`config.mk`:
```
export PLATFORM = sky130hd
export DESIGN_NAME = ped_crossing_ctrl
export DESIGN_NICKNAME = d
export VERILOG_FILES = /design/src/rtl/ped_crossing_ctrl.sv
export SDC_FILE = /design/constraint.sdc
export NUM_CORES = 1
export LEC_CHECK = 0
export BUFFER_PORTS_ARGS = -buffer_cell sky130_fd_sc_hd__buf_2
export CORE_MARGIN = 2
export CORE_UTILIZATION = 59
export DETAILED_ROUTE_END_ITERATION = 12
export PLACE_DENSITY = 0.82
export SLEW_MARGIN = 40
export SYNTH_ARGS = -nofsm -noshare
export SYNTH_HDL_FRONTEND = slang
export SYNTH_SLANG_ARGS = --single-unit
```
`constraint.sdc`:
```
create_clock -name clk -period 5.3 [get_ports clk]
set_clock_uncertainty 0.05 [all_clocks]
set_input_delay 0.265 -clock clk [delete_from_list [all_inputs] [get_ports clk]]
set_output_delay 0.265 -clock clk [all_outputs]
set_load 0.05 [all_outputs]
```
`src/rtl/ped_crossing_ctrl.sv`:
```
// Pedestrian-crossing controller: car/pedestrian lamp sequencing with N request
// buttons, minimum car green, all-red clearance and a night flashing mode.
module ped_crossing_ctrl #(
  parameter int unsigned N_REQ         = 2,
  parameter int unsigned STARTUP_CYC   = 3,
  parameter int unsigned MIN_GREEN_CYC = 4,
  parameter int unsigned AMBER_CYC     = 2,
  parameter int unsigned CLR_CYC       = 1,
  parameter int unsigned WALK_CYC      = 6,
  parameter int unsigned PCLR_CYC      = 2,
  parameter int unsigned FLASH_HALF    = 4
) (
  input  logic             clk,
  input  logic             rst,
  input  logic [N_REQ-1:0] req,
  input  logic             flash_mode,
  output logic [2:0]       light_car,
  output logic [2:0]       light_ped,
  output logic [N_REQ-1:0] req_pending,
  output logic [2:0]       phase
);

  function automatic int unsigned max2(input int unsigned a, input int unsigned b);
    return (a > b) ? a : b;
  endfunction

  localparam int unsigned MAXD = max2(max2(max2(STARTUP_CYC, MIN_GREEN_CYC), max2(AMBER_CYC, CLR_CYC)),
                                      max2(max2(WALK_CYC, PCLR_CYC), FLASH_HALF));
  // Counter only ever holds values up to duration-1.
  localparam int unsigned CW = (MAXD > 1) ? $clog2(MAXD) : 1;

  typedef logic [CW-1:0] cnt_t;

  localparam cnt_t LAST_IDLE  = cnt_t'(STARTUP_CYC - 1);
  localparam cnt_t LAST_GREEN = cnt_t'(MIN_GREEN_CYC - 1);
  localparam cnt_t LAST_AMBER = cnt_t'(AMBER_CYC - 1);
  localparam cnt_t LAST_CLR   = cnt_t'(CLR_CYC - 1);
  localparam cnt_t LAST_WALK  = cnt_t'(WALK_CYC - 1);
  localparam cnt_t LAST_PCLR  = cnt_t'(PCLR_CYC - 1);
  localparam cnt_t LAST_FLASH = cnt_t'(FLASH_HALF - 1);

  localparam logic [2:0] L_OFF    = 3'b000;
  localparam logic [2:0] L_RED    = 3'b001;
  localparam logic [2:0] L_ORANGE = 3'b010;
  localparam logic [2:0] L_GREEN  = 3'b100;

  typedef enum logic [2:0] {
    S_IDLE      = 3'd0,
    S_CAR_GO    = 3'd1,
    S_CAR_AMBER = 3'd2,
    S_ALL_RED   = 3'd3,
    S_PED_GO    = 3'd4,
    S_PED_CLEAR = 3'd5,
    S_FLASH     = 3'd6
  } state_t;

  state_t           state_q, state_d;
  cnt_t             cnt_q, cnt_d;
  logic             tgt_ped_q, tgt_ped_d;
  logic             blink_q, blink_d;
  logic [2:0]       car_q, car_d;
  logic [2:0]       ped_q, ped_d;
  logic [N_REQ-1:0] pend_q, pend_d;
  logic             latch_ok;

  // Next-state, counter, request latching and lamp decode of the state being entered.
  always_comb begin
    state_d   = state_q;
    cnt_d     = cnt_q + cnt_t'(1);
    tgt_ped_d = tgt_ped_q;
    blink_d   = blink_q;
    pend_d    = pend_q;
    car_d     = L_ORANGE;
    ped_d     = L_ORANGE;

    latch_ok = (state_q == S_IDLE) || (state_q == S_CAR_GO) || (state_q == S_CAR_AMBER) ||
               (state_q == S_PED_CLEAR) || ((state_q == S_ALL_RED) && tgt_ped_q);
    if (latch_ok) pend_d = pend_q | req;

    case (state_q)
      S_IDLE: if (cnt_q == LAST_IDLE) state_d = S_CAR_GO;
      S_CAR_GO: begin
        // A press arriving this cycle counts toward leaving green.
        if (flash_mode) state_d = S_FLASH;
        else if (cnt_q >= LAST_GREEN) begin
          cnt_d = cnt_q;
          if (|pend_d) state_d = S_CAR_AMBER;
        end
      end
      S_CAR_AMBER: if (cnt_q == LAST_AMBER) begin
        state_d   = S_ALL_RED;
        tgt_ped_d = 1'b1;
      end
      S_ALL_RED: if (cnt_q == LAST_CLR) state_d = tgt_ped_q ? S_PED_GO : S_CAR_GO;
      S_PED_GO: if (cnt_q == LAST_WALK) state_d = S_PED_CLEAR;
      S_PED_CLEAR: if (cnt_q == LAST_PCLR) state_d = S_CAR_GO;
      S_FLASH: begin
        if (!flash_mode) begin
          state_d   = S_ALL_RED;
          tgt_ped_d = 1'b0;
        end else if (cnt_q == LAST_FLASH) begin
          cnt_d   = '0;
          blink_d = ~blink_q;
        end
      end
      default: state_d = S_IDLE;
    endcase

    if (state_d != state_q) cnt_d = '0;
    if (state_d == S_FLASH && state_q != S_FLASH) blink_d = 1'b1;
    if ((state_d == S_PED_GO && state_q != S_PED_GO) || state_d == S_FLASH) pend_d = '0;

    case (state_d)
      S_IDLE:      begin car_d = L_ORANGE; ped_d = L_ORANGE; end
      S_CAR_GO:    begin car_d = L_GREEN;  ped_d = L_RED;    end
      S_CAR_AMBER: begin car_d = L_ORANGE; ped_d = L_RED;    end
      S_ALL_RED:   begin car_d = L_RED;    ped_d = L_RED;    end
      S_PED_GO:    begin car_d = L_RED;    ped_d = L_GREEN;  end
      S_PED_CLEAR: begin car_d = L_RED;    ped_d = L_ORANGE; end
      S_FLASH:     begin car_d = blink_d ? L_ORANGE : L_OFF; ped_d = L_OFF; end
      default:     begin car_d = L_ORANGE; ped_d = L_ORANGE; end
    endcase
  end

  // State, counter and registered lamp/wait outputs.
  always_ff @(posedge clk or negedge rst) begin
    if (!rst) begin
      state_q   <= S_IDLE;
      cnt_q     <= '0;
      tgt_ped_q <= 1'b0;
      blink_q   <= 1'b1;
      car_q     <= L_ORANGE;
      ped_q     <= L_ORANGE;
      pend_q    <= '0;
    end else begin
      state_q   <= state_d;
      cnt_q     <= cnt_d;
      tgt_ped_q <= tgt_ped_d;
      blink_q   <= blink_d;
      car_q     <= car_d;
      ped_q     <= ped_d;
      pend_q    <= pend_d;
    end
  end

  assign light_car   = car_q;
  assign light_ped   = ped_q;
  assign req_pending = pend_q;
  assign phase       = state_q;

endmodule

```
==> PnR_summary.wiki, run 1 <==
{| class="wikitable"
! Metric !! Value
|-
| Outcome || finished, final reports clean
|-
| Total CTS buffers || 3
|-
| Worst relative slew slack || 0.530
|-
| Async set-reset flop share out of synthesis || 1.00
|-
| Top area cells in the synthesized netlist || dfrtp_1 32%, dfstp_2 7.7%, ha_1 7.3%, o21ai_0 5.4%, a21oi_1 4.4%
|-
| Final #Nets || 137
|-
| Clock insertion delay at the later pin of the skew report || 0.29 ns
|-
| Cell taking the most area after synthesis || dfrtp_1
|-
| Total standard cell area after synthesis || 1030 um^2
|-
| Via count || 863
|-
| Average routed wire per standard cell || 15.7 um
|-
| Quantity of I/O buffers inserted on ports || 15
|-
| Launching instance or port of the critical path || cnt_q[0]
|-
| DRC viols || 0
|-
| Number of synthesized flops with an enable pin || 0
|-
| Post-synthesis cell type count || 40
|-
| Area of the multi-input gates || 568 um^2
|-
| Most frequent cells in the layout || 15 x buf_2, 13 x dfrtp_1, 11 x o21ai_0, 9 x inv_1, 9 x a21oi_1
|-
| Congestion Overflow GR || 0
|-
| Critical Path AT || 2.56 ns
|-
| TritonCTS clock tree || done
|-
| Number of instances resized during post-cts repair || 0
|-
| Top fanout value on the critical path || 5
|-
| Count of filler cells inserted in the layout || 137
|-
| CTS max path bufs || 2
|-
| Number of global-route vias before repair || 742
|-
| Total count of hold-check failures in the final report || 0
|-
| M1 WL || 951 um
|-
| Crit. End Element || flop
|-
| Drt initial violations || 24
|-
| Measured slew at the worst slew-check pin || 0.701 ns
|-
| Crit Reg-Reg Startpoint || cnt_q[0]
|-
| Startpoint kind of the worst setup timing path || flop
|-
| Gp weighted congestion || 0.924
|-
| Register area share after synthesis || 0.393
|-
| Area taken by flip-flops and latches || 404 um^2
|-
| Critical path start-end classification || reg2reg
|-
| Die outline height || 45.7 um
|-
| Syn avg cell area || 9.51 um^2
|-
| Post-CTS clock slew at the launch and capture registers of the worst setup and hold paths || 0.10 ns
|-
| Register bit count reported by yosys || 16
|-
| Predominant post-synthesis flop cell || dfrtp_1
|-
| Total wire length after detailed routing || 2240 um
|-
| Unrepaired setup endpoints after global routing || no
|-
| Core footprint || 1690 um^2
|-
| Post-CTS Setup Inserts || 0
|-
| Combined global-route utilization of all metal layers || 0.235
|-
| Number of setup violations in the final report || 0
|-
| Number of max-slew violations in the final report || 0
|-
| Uppermost metal layer occupied by signal nets || met4
|-
| Die footprint || 2090 um^2
|-
| Ratio of routed vias to standard cells || 6.08
|-
| Remaining antenna violation count after routing || 0
|-
| Core Util, Final || 0.680
|-
| Global-route wire length before repair || 3460 um
|-
| Pin count of the biggest net entering global routing || 19
|-
| Clock tree root driver cell || clkbuf_4
|-
| Yosys warning total || 0
|-
| Post-synth top area share || 0.317
|-
| Num rows || 15
|-
| Top-Level Pins || 16
|-
| Number of levels in the clock H-tree || 1
|-
| Syn-to-layout area delta || 11.8%
|-
| Met2 routed wirelength || 1120 um
|-
| Syn nets || 119
|-
| Starting Density || 0.608
|-
| Post-DP HPWL || 1610 um
|-
| Most common cell after layout, fill and taps aside || buf_2
|-
| Highest clock frequency the design can meet || 422 MHz
|-
| Clock period minus worst slack || 2.37 ns
|-
| Max-cap violation count || 0
|-
| Number of detailed-routing iterations run before antenna repair || 4
|-
| Final worst-path cycle share || 0.447
|-
| # diodes || 0
|-
| Type of the most critical hold path || in2reg
|-
| TNS Setup || 0 ns
|-
| Initial antenna violation count || 0
|-
| Gate Count Post-Synth || 108
|-
| Ratio of cells with drive above 1 in the final layout || 0.240
|-
| Length of routed met3 wiring || 108 um
|-
| Clk sink count || 16
|-
| Width of the die || 45.7 um
|-
| Hold path start || req[0]
|-
| Critical Path RT || 5.49 ns
|}
## synth_stat cells, types with 2 or more instances
cell      count
o21a_1        2
buf_2         2
nor2b_1       6
a211oi_1      2
nor4_1        2
nand2_1       4
nor2_1        6
a21oi_1       9
inv_1         9
dfstp_2       3
dfrtp_1      13
ha_1          6
nand2b_1      4
nor3_1        2
a21boi_0      2
and2_1        2
o21ai_0      11
## path summary, 6_finish.rpt
kind / end / slack, ns / cells after the start
max reg2reg: cnt_q[1] / 2.93 / 7
min: req_pending[0] / 0.20 / 3
max in group asynchronous: light_ped[1] / 4.54 / 2
max: cnt_q[1] / 2.93 / 7
min in group asynchronous: cnt_q[0] / 0.35 / 2
min reg2reg: req_pending[0] / 0.51 / 2
## logic make-up after synthesis
group / count (synthesis) / share of synthesized area
AOI/OAI and AO/OA: 35 / 0.236
and+or+nand+nor: 35 / 0.206
DFF: 16 / 0.393
buffers and inverters: 12 / 0.0536
adders and majority gates: 6 / 0.0731
xor gates and xnor gates: 2 / 0.0171
muxes: 2 / 0.0207
## worst max-delay path, stage by stage, from the launching register on
cell and delay [ns]:
dfrtp_1 0.44, ha_1 0.24, ha_1 0.24, a211oi_2 0.30, o21ai_0 0.17, and2_1 0.22, a2111oi_2 0.46, and2_1 0.19
## layer usage
| layer | GRT usage | up-vias |
|---|---|---|
| li1 | - | 419 |
| met1 | 0.308 | 405 |
| met2 | 0.380 | 30 |
| met3 | 0.0476 | 9 |
| met4 | 0.0914 | 0 |
| met5 | 0 | - |
## state kept, by name, summed over array words and instances, names as in the netlist
signal	cells
cnt_q	3
light_car	3
light_ped	3
phase	3
req_pending	2
blink_q	1
tgt_ped_q	1
## timing repair
item / CTS / global route
endpoints found under the setup margin: 0 / 0
endpoints found under the hold margin: 13 / 0
hold buffers: 1 / 0
## metrics by stage
stage               area [um^2]  cells  setup slack (ns)  hold slack, ns
floorplan                  1030    108              3.26         -0.0806
global placement           1100    137              3.04           0.135
detailed placement         1100    137              2.97           0.140
CTS                        1150    142              2.96           0.200
global route               1150    142              2.82           0.248
finish                     1150    142              2.93           0.201
## final cells by class
type	count	area share
inverters	9	0.0294
repair buffers	16	0.0741
well taps	17	0.0185
clock buffers	4	0.0316
flip-flops and latches	16	0.352
multi-input cells	80	0.495
Power of run 1 is not shown: default switching activity piles up to over one toggle a cycle in this logic, so the estimate is an artifact.
==> run 2, diff against run 1 <==
--- a/config.mk
+++ b/config.mk
@@ -6,10 +6,11 @@
 export NUM_CORES = 1
 export LEC_CHECK = 0
 export BUFFER_PORTS_ARGS = -buffer_cell sky130_fd_sc_hd__buf_2
+export CORE_ASPECT_RATIO = 1.5
 export CORE_MARGIN = 2
-export CORE_UTILIZATION = 59
+export CORE_UTILIZATION = 49
 export DETAILED_ROUTE_END_ITERATION = 12
-export PLACE_DENSITY = 0.82
+export PLACE_DENSITY = 0.73
 export SLEW_MARGIN = 40
 export SYNTH_ARGS = -nofsm -noshare
 export SYNTH_HDL_FRONTEND = slang
==> constraint.sdc (replaced) <==
create_clock -name clk -period 2.1 [get_ports clk]
set_clock_uncertainty 0.05 [all_clocks]
set_input_delay 0.105 -clock clk [delete_from_list [all_inputs] [get_ports clk]]
set_output_delay 0.105 -clock clk [all_outputs]
set_load 0.05 [all_outputs]
==> run 2 against run 1 <==
Flip-flop and latch count did not move. Die area rose by 19%. Cell count rose by 11%. Maximum frequency rose by 14%. Non-clock buffer count rose by 11. Count of clock-buffer cells in the layout did not move. Register-to-register slack got worse by 2.9 ns. Critical path depth rose by 2. Global-route usage rose by 1.3 points. Final area rose by 13%. Critical endpoint is now light_car[1]. Largest cell class unchanged. Highest routed layer unchanged.
==> PnR_summary.wiki, run 2 (synthesis results as in run 1) <==
{| class="wikitable"
! Metric !! Value
|-
| Gp weighted congestion || 0.961
|-
| Area taken by flip-flops and latches || 404 um^2
|-
| Initial antenna violation count || 0
|-
| Critical Path AT || 2.27 ns
|-
| Combined global-route utilization of all metal layers || 0.248
|-
| Clock tree root driver cell || clkbuf_4
|-
| Area of the multi-input gates || 617 um^2
|-
| Clock period minus worst slack || 2.08 ns
|-
| Total CTS buffers || 3
|-
| Outcome || finished, final reports clean
|-
| Clock insertion delay at the later pin of the skew report || 0.31 ns
|-
| Pin count of the biggest net entering global routing || 17
|-
| # diodes || 0
|-
| Crit. End Element || flop
|-
| Unrepaired setup endpoints after global routing || yes
|-
| Type of the most critical hold path || in2reg
|-
| Category of cells accounting for the largest share of critical-path delay || compound AO/OA/AOI/OAI gates
|-
| Critical-path cell list || ha_2, ha_4, a211oi_4, nor2_1, nor4_1, buf_4, a211oi_4, buf_12, a22o_1
|-
| Num rows || 20
|-
| Global-route wire length before repair || 4200 um
|-
| Die footprint || 2490 um^2
|-
| Largest incremental delay on the critical path || 0.43 ns
|-
| Number of setup violations in the final report || 0
|-
| Crit-path slowest cell || dfrtp_1
|-
| Crit Reg-Reg Startpoint || cnt_q[0]
|-
| Syn-to-layout area delta || 26.4%
|-
| Average routed wire per standard cell || 15.9 um
|-
| Hold path start || req[1]
|-
| Startpoint kind of the worst setup timing path || flop
|-
| Critical Path RT || 2.29 ns
|-
| Measured slew at the worst slew-check pin || 0.408 ns
|-
| Ratio of routed vias to standard cells || 5.75
|-
| Number of max-slew violations in the final report || 0
|-
| TritonCTS clock tree || done
|-
| Remaining antenna violation count after routing || 0
|-
| Total wire length after detailed routing || 2520 um
|-
| Worst relative slew slack || 0.726
|-
| Die outline height || 60.1 um
|-
| Starting Density || 0.513
|-
| Most frequent cells in the layout || 15 x buf_2, 13 x dfrtp_1, 10 x buf_4
|-
| Top fanout value on the critical path || 9
|-
| Number of detailed-routing iterations run before antenna repair || 4
|-
| Top-Level Pins || 16
|-
| Launching instance or port of the critical path || cnt_q[0]
|-
| Post-DP HPWL || 1880 um
|-
| Most numerous cell on the critical path || a211oi_4
|-
| DRC viols || 0
|-
| Quantity of I/O buffers inserted on ports || 15
|-
| Drt initial violations || 20
|-
| Ratio of cells with drive above 1 in the final layout || 0.338
|-
| Highest clock frequency the design can meet || 480 MHz
|-
| Count of filler cells inserted in the layout || 173
|-
| Via count || 909
|-
| Final #Nets || 148
|-
| Congestion Overflow GR || 0
|-
| Post-CTS clock slew at the launch and capture registers of the worst setup and hold paths || 0.11 ns
|-
| Core footprint || 2000 um^2
|-
| CTS max path bufs || 2
|-
| Number of levels in the clock H-tree || 1
|-
| Number of global-route vias before repair || 957
|-
| Max-cap violation count || 0
|-
| Critical path start-end classification || reg2reg
|-
| Buffers plus inverters on the worst setup path || 2
|-
| Width of the die || 41.4 um
|-
| Final worst-path cycle share || 0.992
|-
| Pre-CTS setup slack || -0.0481 ns
|-
| Total count of hold-check failures in the final report || 0
|-
| Most common cell after layout, fill and taps aside || buf_2
|-
| Min setup slack post-route || 0.0176 ns
|-
| Clk sink count || 16
|}
run 2: cell type report:
cell class,instances,share of cell area
multi-input combinational,80,0.475
sequential,16,0.311
inverter,9,0.0260
tap,22,0.0212
clock buffer,4,0.0279
timing repair buffer,27,0.139
run 2: metal layers:
layer	routed length, um	vias to the layer above	track usage
met1	1010	434	0.303
li1	-	440	-
met3	80	9	0.0372
met2	1380	26	0.408
met5	0	-	0
met4	52	0	0.115
run 2: what timing repair did:
| item | CTS | global route |
|---|---|---|
| hold endpoints to repair | 16 | 0 |
| resized for setup | 1 | 9 |
| endpoints found under the setup margin | 4 | 12 |
| buffers inserted | 0 | 2 |
| hold buffers | 1 | 0 |
| pin swaps | 1 | 6 |
run 2: worst register-to-register path, cell delays in order, from the launching register on:
cell,delay [ns]
dfrtp_1,0.43
ha_2,0.21
ha_4,0.17
a211oi_4,0.26
nor2_1,0.07
nor4_1,0.25
buf_4,0.17
a211oi_4,0.04
buf_12,0.15
a22o_1,0.21
run 2: metrics by stage:
stage / cells / hold slack (ns) / area, um^2 / TNS [ns] / util
2_1_floorplan: 108 / -0.241 / 1030 / 0 / -
3_3_place_gp: 153 / -0.0184 / 1190 / 0 / 0.595
3_5_place_dp: 153 / -0.0119 / 1190 / -0.108 / 0.595
4_1_cts: 158 / 0.0328 / 1250 / 0 / 0.624
5_1_grt: 158 / 0.0728 / 1300 / -0.318 / 0.649
6_report: 158 / 0.0228 / 1300 / 0 / 0.649
run 2: worst paths after layout:
| path | to | slack (ns) | cells after the start |
|---|---|---|---|
| worst max-delay path | light_car[1] | 0.02 | 9 |
| worst min-delay path | req_pending[1] | 0.02 | 3 |
| worst min register to register | req_pending[1] | 0.52 | 2 |
| max in group asynchronous | light_ped[1] | 1.51 | 2 |
| min in group asynchronous | cnt_q[2] | 0.18 | 2 |
| worst max register to register | light_car[1] | 0.02 | 9 |
Power of run 2 is left out for the same reason.
==> run 3, diff against run 2 <==
--- a/config.mk
+++ b/config.mk
@@ -5,10 +5,11 @@
 export SDC_FILE = /design/constraint.sdc
 export NUM_CORES = 1
 export LEC_CHECK = 0
+export ABC_AREA = 1
 export BUFFER_PORTS_ARGS = -buffer_cell sky130_fd_sc_hd__buf_2
 export CORE_ASPECT_RATIO = 1.5
 export CORE_MARGIN = 2
-export CORE_UTILIZATION = 49
+export CORE_UTILIZATION = 48
 export DETAILED_ROUTE_END_ITERATION = 12
 export PLACE_DENSITY = 0.73
 export SLEW_MARGIN = 40
==> run 3 against run 2 <==
Sequential share of layout area is 4.9 points higher. Die area is 5.2% lower. Largest cell class unchanged. Count of clock-buffer cells in the layout stayed put. Via count is 3.6% lower. Final area is 13% lower. Critical path type unchanged.
==> PnR_summary.wiki, run 3 <==
{| class="wikitable"
! Metric !! Value
|-
| Die outline height || 58.5 um
|-
| Type of the most critical hold path || in2reg
|-
| Async set-reset flop share out of synthesis || 1.00
|-
| Critical Path RT || 2.24 ns
|-
| Min setup slack post-route || 0.166 ns
|-
| Number of detailed-routing iterations run before antenna repair || 4
|-
| Core footprint || 1850 um^2
|-
| Number of levels in the clock H-tree || 1
|-
| Width of the die || 40.3 um
|-
| Top fanout value on the critical path || 5
|-
| Launching instance or port of the critical path || cnt_q[1]
|-
| Most numerous cell on the critical path || nor2_1
|-
| Max-cap violation count || 0
|-
| Outcome || finished, final reports clean
|-
| Final #Nets || 152
|-
| Die footprint || 2360 um^2
|-
| Worst R2R Path Depth || 10
|-
| Clk sink count || 16
|-
| Top area cells in the synthesized netlist || dfrtp_1 34%, dfstp_2 8.3%, ha_1 7.9%, nand2_1 7.9%, nor2_1 7.9%
|-
| Initial antenna violation count || 0
|-
| Predominant post-synthesis flop cell || dfrtp_1
|-
| Via count || 876
|-
| Crit-path slowest cell || dfrtp_1
|-
| Worst min-delay path endpoint || req_pending[1]
|-
| Post-DP HPWL || 1670 um
|-
| Syn avg cell area || 8.12 um^2
|-
| Standby leakage power || 0.592 nW
|-
| Total CTS buffers || 3
|-
| Num rows || 19
|-
| Top-Level Pins || 16
|-
| Hold Path Cell Cnt || 3
|-
| Final Hold Slack || 0.0335 ns
|-
| Highest clock frequency the design can meet || 517 MHz
|-
| Register-to-register setup slack || 0.17 ns
|-
| Ratio of routed vias to standard cells || 5.44
|-
| Average routed wire per standard cell || 13.3 um
|-
| Most frequent cells in the layout || 20 x nand2_1, 20 x nor2_1, 15 x buf_2, 13 x inv_1, 12 x dfrtp_1
|-
| Count of filler cells inserted in the layout || 156
|-
| Measured slew at the worst slew-check pin || 0.364 ns
|-
| Post-synth top area share || 0.343
|-
| Pwr per Cell Area || 1810 nW/um^2
|-
| # diodes || 0
|-
| Number of synthesized flops with an enable pin || 0
|-
| Unrepaired setup endpoints after global routing || no
|-
| Register bit count reported by yosys || 16
|-
| Quantity of I/O buffers inserted on ports || 15
|-
| Post-synthesis cell type count || 26
|-
| CTS max path bufs || 2
|-
| Cell taking the most area after synthesis || dfrtp_1
|-
| Area of the multi-input gates || 482 um^2
|-
| Gate Count Post-Synth || 117
|-
| Crit. End Element || flop
|-
| Number of setup violations in the final report || 0
|-
| Congestion Overflow GR || 0
|-
| Syn nets || 128
|-
| Remaining antenna violation count after routing || 0
|-
| RR Endpoint || req_pending[0]
|-
| TritonCTS clock tree || done
|-
| Worst relative slew slack || 0.757
|-
| Area taken by flip-flops and latches || 405 um^2
|-
| Post-CTS clock slew at the launch and capture registers of the worst setup and hold paths || 0.10 ns
|-
| DRC viols || 0
|-
| Critical path start-end classification || reg2reg
|-
| Total wire length after detailed routing || 2150 um
|-
| Clock tree root driver cell || clkbuf_4
|-
| Startpoint kind of the worst setup timing path || flop
|-
| Ratio of cells with drive above 1 in the final layout || 0.314
|-
| Critical-path cell list || inv_1, ha_1, inv_1, nor2_1, nand3_1, nand4_1, nor2_1, nand2_2, nor3_1, nor2_1
|-
| Number of max-slew violations in the final report || 0
|-
| Final worst-path cycle share || 0.921
|-
| Core Util, Final || 0.607
|-
| Pin count of the biggest net entering global routing || 17
|-
| Largest incremental delay on the critical path || 0.41 ns
|-
| Gp weighted congestion || 0.831
|-
| Worst IR drop on VDD || 879 uV
|-
| Critical Path AT || 2.07 ns
|-
| Drt initial violations || 24
|-
| Clock insertion delay at the later pin of the skew report || 0.30 ns
|-
| Total standard cell area after synthesis || 950 um^2
|-
| Number of global-route vias before repair || 838
|-
| Starting Density || 0.512
|-
| Register area share after synthesis || 0.426
|-
| Total count of hold-check failures in the final report || 0
|-
| Yosys warning total || 0
|-
| Leading cell types by count after synthesis || 20 x nand2_1, 20 x nor2_1, 13 x dfrtp_1, 13 x inv_1
|-
| Pre-CTS setup slack || 0.113 ns
|-
| Global-route wire length before repair || 3590 um
|-
| Combined global-route utilization of all metal layers || 0.225
|-
| Crit Reg-Reg Startpoint || cnt_q[1]
|-
| TNS Setup || 0 ns
|-
| Hold path start || req[1]
|-
| Syn-to-layout area delta || 18.4%
|-
| Clock period minus worst slack || 1.93 ns
|}
## run 3: cell count changes after synthesis, sizes merged, moves of 6 or more
cell   delta
nor2b     -6
nand3     +6
nor2     +16
nand2    +20
inv       +9
o21ai     -9
## run 3: worst max path at each step
stage / slack (ns) / to / depth (start not counted)
final: 0.17 / req_pending[0] / 10
after detailed placement: 0.11 / cnt_q[0] / 12
after floorplan: 0.03 / cnt_q[1] / 13
after global placement: 0.16 / cnt_q[0] / 12
after CTS: 0.09 / cnt_q[1] / 12
after global routing: 0.003 / req_pending[0] / 10
## run 3: cell families after synthesis
group           synth area share
simple gates               0.320
compound gates             0.104
buf+inv                   0.0712
flops                      0.426
fa+ha+maj                 0.0790
## run 3: repair_timing
item,CTS,global route
buffers inserted,0,1
hold endpoints to repair,16,0
hold buffers,1,0
endpoints found under the setup margin,0,4
gates resized for setup,0,2
## run 3: worst max-delay path, delay by kind of cell (launching register included)
kind	cells	cell delay, ns
fa+ha+maj	1	0.21
flops	1	0.41
simple gates	7	0.99
buf+inv	2	0.16
## run 3: report_power, final
part | internal, W | total, W | switching [W] | leakage (nW)
Clock | 0.000106 | 0.000212 | 0.000106 | 0.0210
Combinational | 0.000365 | 0.00128 | 0.000919 | 0.382
Sequential | 0.000462 | 0.000537 | 0.0000758 | 0.190
## run 3: area by class of cell
class / count / share of cell area
clock buffers: 4 / 0.0323
inverters: 18 / 0.0601
multi-input cells: 83 / 0.428
flip-flops and latches: 16 / 0.360
well taps: 21 / 0.0234
repair buffers: 19 / 0.0957
## run 3: layer usage
| layer | GRT usage | share of wire | wire length [um] |
|---|---|---|---|
| met1 | 0.226 | 0.35 | 745 |
| met2 | 0.389 | 0.55 | 1190 |
| met3 | 0.0604 | 0.053 | 114 |
| met4 | 0.129 | 0.047 | 101 |
| met5 | 0 | 0 | 0 |
## run 3: metrics by stage
stage / total power [W] / cell area, um^2 / std cells
finish: 0.00203 / 1120 / 161
global route: 0.00221 / 1120 / 161
CTS: 0.00201 / 1110 / 160
detailed placement: 0.00180 / 1070 / 155
global placement: 0.00177 / 1070 / 155
floorplan: 0.00151 / 950 / 117
Power figures use the tool's default switching activity.
